**src/rtl/ring_link_arbiter.sv**
```systemverilog
// ring_link_arbiter: round-robin arbiter for one outgoing ring link with credit-based flow control
module ring_link_arbiter #(
  parameter int INSTR_WIDTH = 32,
  parameter int CREDITS = 4,
  parameter int CREDIT_WIDTH = 3
) (
  input  logic                    clk,
  input  logic                    reset,
  input  logic [2:0]              req_valid,
  input  logic [INSTR_WIDTH-1:0]  req_instr_0,
  input  logic [INSTR_WIDTH-1:0]  req_instr_1,
  input  logic [INSTR_WIDTH-1:0]  req_instr_2,
  output logic [2:0]              req_ready,
  output logic                    out_valid,
  output logic [INSTR_WIDTH-1:0]  out_instruction,
  output logic [1:0]              out_source,
  input  logic                    credit_return,
  output logic [CREDIT_WIDTH-1:0] credits_avail,
  output logic                    credit_error
);
  logic [1:0] last_q, p0, p1, p2, idx;
  logic grant, ovf;
  logic [CREDIT_WIDTH-1:0] credits_q, credits_d;
  logic [INSTR_WIDTH-1:0] word, out_instr_q;
  logic out_valid_q, err_q;
  logic [1:0] out_src_q;
  always_comb begin
    p0 = last_q == 2'd2 ? 2'd0 : last_q + 2'd1;
    p1 = p0 == 2'd2 ? 2'd0 : p0 + 2'd1;
    p2 = p1 == 2'd2 ? 2'd0 : p1 + 2'd1;
    // a credit returned this cycle only counts from the next cycle on
    grant = !reset && credits_q != '0 && |req_valid;
    idx = req_valid[p0] ? p0 : req_valid[p1] ? p1 : p2;
    req_ready = grant ? 3'b001 << idx : 3'b000;
    word = idx == 2'd0 ? req_instr_0 : idx == 2'd1 ? req_instr_1 : req_instr_2;
    ovf = credit_return && !grant && credits_q == CREDIT_WIDTH'(CREDITS);
    credits_d = ovf ? credits_q : credits_q + CREDIT_WIDTH'(credit_return) - CREDIT_WIDTH'(grant);
  end
  always_ff @(posedge clk) begin
    if (reset) begin
      last_q <= 2'd2;
      credits_q <= CREDIT_WIDTH'(CREDITS);
      err_q <= 1'b0;
      out_valid_q <= 1'b0;
      out_src_q <= 2'b11;
      out_instr_q <= '0;
    end else begin
      last_q <= grant ? idx : last_q;
      credits_q <= credits_d;
      err_q <= err_q | ovf;
      out_valid_q <= grant;
      out_src_q <= grant ? idx : 2'b11;
      out_instr_q <= grant ? word : out_instr_q;
    end
  end
  assign out_valid = out_valid_q;
  assign out_instruction = out_instr_q;
  assign out_source = out_src_q;
  assign credits_avail = credits_q;
  assign credit_error = err_q;
endmodule

```
**config.mk**
```make
export PLATFORM = sky130hd
export DESIGN_NAME = ring_link_arbiter
export DESIGN_NICKNAME = d
export VERILOG_FILES = /design/src/rtl/ring_link_arbiter.sv
export SDC_FILE = /design/constraint.sdc
export NUM_CORES = 1
export LEC_CHECK = 0
export CAP_MARGIN = 0
export CORE_MARGIN = 5
export CORE_UTILIZATION = 44
export CTS_CLUSTER_SIZE = 16
export DETAILED_ROUTE_END_ITERATION = 8
export GPL_TIMING_DRIVEN = 0
export HOLD_SLACK_MARGIN = 0.02
export PLACE_DENSITY = 0.93
export SLEW_MARGIN = 15
export SYNTH_ARGS = -nofsm -noshare
export SYNTH_HDL_FRONTEND = slang
export SYNTH_SLANG_ARGS = --single-unit
```
**constraint.sdc**
```tcl
create_clock -name clk -period 2.5 [get_ports clk]
set_input_delay 0.375 -clock clk [delete_from_list [all_inputs] [get_ports clk]]
set_output_delay 0.375 -clock clk [all_outputs]
set_load 0.005 [all_outputs]
```
==> out/metrics.cfg <==
[finish]
final_nets = 676
area_growth_pct = 49.4
drive_above_1_share_pct = 9.25
diodes = 0
final_cells = 675

[critical_path]
r2r_slack_ps = 270
critPathKind = flop to output pin
crit_fanout = 10
critPathLaunchType = flop
arrival_ps = 2080
required_ps = 2120
endpoint_kind = output pin

[yosys]
synth-adder-area-share_pct = 0.942
synth_seq_area_share_pct = 23.8
synth.avg_cell_area_sq_um = 8.24
synth_cell_type_count = 40
synth.area.top_cells = dfxtp_1, mux2_1, a32oi_1, a22oi_1, a211oi_1
synth.area.mux_share_pct = 10.4
synth_compound_area_share_pct = 35.3
synth-edff-count = 0
syn_nets = 523
synthArstFlopShare_pct = 0
synth_top_family_by_area = compound AO/OA/AOI/OAI gates
post-synth-top-count-cell = dfxtp_1
synth_xor_area_share_pct = 0
yosys-top-cells-count = dfxtp_1, nand2_1, nand2b_1
ys_seq_elements = 41
yosys.area_share.simple_pct = 20.8
netlist_area_sq_um = 3450
postSynthCellCount = 419
yosys.area.top_type = dfxtp_1
yosysWarnings = 0
ys.flop_type = dfxtp_1
synth_top_area_share_pct = 23.8

[global_routing]
grt_max_degree = 13
overflow = 0
antenna_found_initial = 0
grt_use_total_pct = 25.0
grt_pass1_wl_um = 20500
grt_pass1_vias = 4240

[routing]
firstDrtPassIters = 5
wirelength_um = 12900
drt_iter0_markers = 310
viasPerCell = 6.09
num_vias = 4114
drc = 0
routedWlPerCell_um = 19.1
antenna_left = 0

[die]
die_h_um = 98.6
dieWidth_um = 98.6
dieArea_sq_um = 9720
rows = 32
core-area_sq_um = 7690
io_pins = 144
start_util_pct = 44.9

[timing]
fin_skew_ps = 6.21
setup_violations = 0
fin_tns_setup_ps = 0
post-route-period-util_pct = 98.1
worst_pin_slew_ps = 672
rsz0062_at_grt = false
clock.fmax_mhz = 408
finalMaxSlewViolations = 0
slew_headroom_pct = 54.9
min_period_ps = 2450
hold_violations = 0

[job]
maxCapViolCount = 0

[clocking]
cts-root-buf = clkbuf_8
postCtsHoldBufs = 0
cts_made_buffers = 5
cts_tree = yes
cts_max_path_buffers = 2
clock_latency_ps = 300
cts.sinks = 41
clkTransAtPathRegs_ps = 90
htree_levels = 2

[power_and_ir_drop]
power_density_nw_per_um2 = 665
p_int_w = 0.00209
netSwitchingFraction_pct = 39.1
combinationalPowerShare_pct = 54.9
seqPwrFrac_pct = 30.2
power_frac_clock_pct = 15.0
p_leak_nw = 1.70
ir_drop_mv = 0.326
p_sw_w = 0.00134

[placed_design]
dp.cells = 664
dpl.hpwl_um = 9350
gp_congestion = 0.842
io_buffers = 143

[outcome]
status = complete, no violations

[worst_hold_path]
min_path_type = input pin to flop

==> worst paths after layout <==
check	startpoint	endpoint	depth (start not counted)
max	last_q[1]	req_ready[2]	6
min	reset	credit_error	2
max reg2reg	credits_avail[1]	credits_avail[2]	8
min reg2reg	credit_error	credit_error	2
==> worst max-delay path, stage by stage, from the launching register on <==
cell and delay, ps:
dfxtp_1 340, buf_6 140, buf_2 210, buf_4 230, a21oi_1 100, nor3_1 210, clkdlybuf4s50_1 550
==> through the flow <==
step / setup WS (ps) / utilization [%] / total power, W / area (sq um) / hold WS (ps)
final: 48.0 / 67.1 / 0.00343 / 5160 / 440
after global routing: 5.37 / 67.1 / 0.00362 / 5160 / 469
after CTS: 34.9 / 67.0 / 0.00340 / 5150 / 493
after detailed placement: -368 / 65.2 / 0.00288 / 5010 / 470
after global placement: -270 / 65.2 / 0.00281 / 5010 / 462
after floorplan: 399 / - / 0.00199 / 3450 / 447
==> final cells by class <==
class / instances / area [sq um]
buffer: 44 / 303
fill: 653 / 2530
inverter: 3 / 13.8
multi-input combinational: 331 / 2340
sequential: 41 / 821
tap: 102 / 128
timing repair buffer: 146 / 1450
clock inverter: 1 / 5.00
clock buffer: 7 / 96.3
==> flip-flops by register name, indices dropped and copies added (netlist names) <==
register and cells:
credit_error 1, last_q 2, out_instruction 32, out_valid 1, out_source 2, credits_avail 3
==> cell families (layout without fill, tap and decap cells) <==
group	count (synthesis)	after routing
AO/OA/AOI/OAI	173	173
adder cells (fa/ha/maj)	2	2
buffers and inverters	47	201
flip-flops	41	41
multiplexers	32	32
AND/OR/NAND/NOR	124	124
==> layer usage <==
layer | GRT usage, % | wire, um | vias up
met4 | 8.51 | 208 | 0
met5 | 0 | 0 | -
met3 | 4.53 | 988 | 24
met2 | 43.8 | 6580 | 229
met1 | 30.8 | 5120 | 1955
li1 | - | - | 1906
==> power groups by stage <==
stage          combinational, W  clock (W)  sequential, W
6_report                0.00188   0.000514        0.00103
5_1_grt                 0.00203   0.000533        0.00106
4_1_cts                 0.00187   0.000510        0.00103
3_5_place_dp            0.00184          0        0.00104
3_3_place_gp            0.00178          0        0.00103
2_1_floorplan          0.000961          0        0.00103
==> cell usage in the layout, fill, tap and decap left out, types with 2 or more instances in the layout <==
master	netlist	layout
a211oi_1	32	32
a21oi_1	2	2
a22oi_1	33	33
a31oi_1	32	32
a32oi_1	32	32
buf_2	12	12
buf_4	5	9
buf_6	8	9
clkbuf_1	16	13
clkbuf_8	0	7
clkdlybuf4s50_1	0	139
dfxtp_1	41	41
dlygate4sd2_1	0	3
inv_1	2	2
mux2_1	30	30
mux2_2	2	2
nand2_1	36	35
nand2b_1	36	36
nor2_1	6	6
nor2b_1	34	34
nor3_1	3	3
o21a_1	2	2
o21ai_0	35	35
==> repair_timing <==
action                                  in CTS  in global routing
buffers inserted                             3                  0
pin swaps                                    1                  0
hold endpoints to repair                     0                  0
resized for setup                           12                  3
endpoints found under the setup margin       4                  4
(Power assumes the default switching activity.)
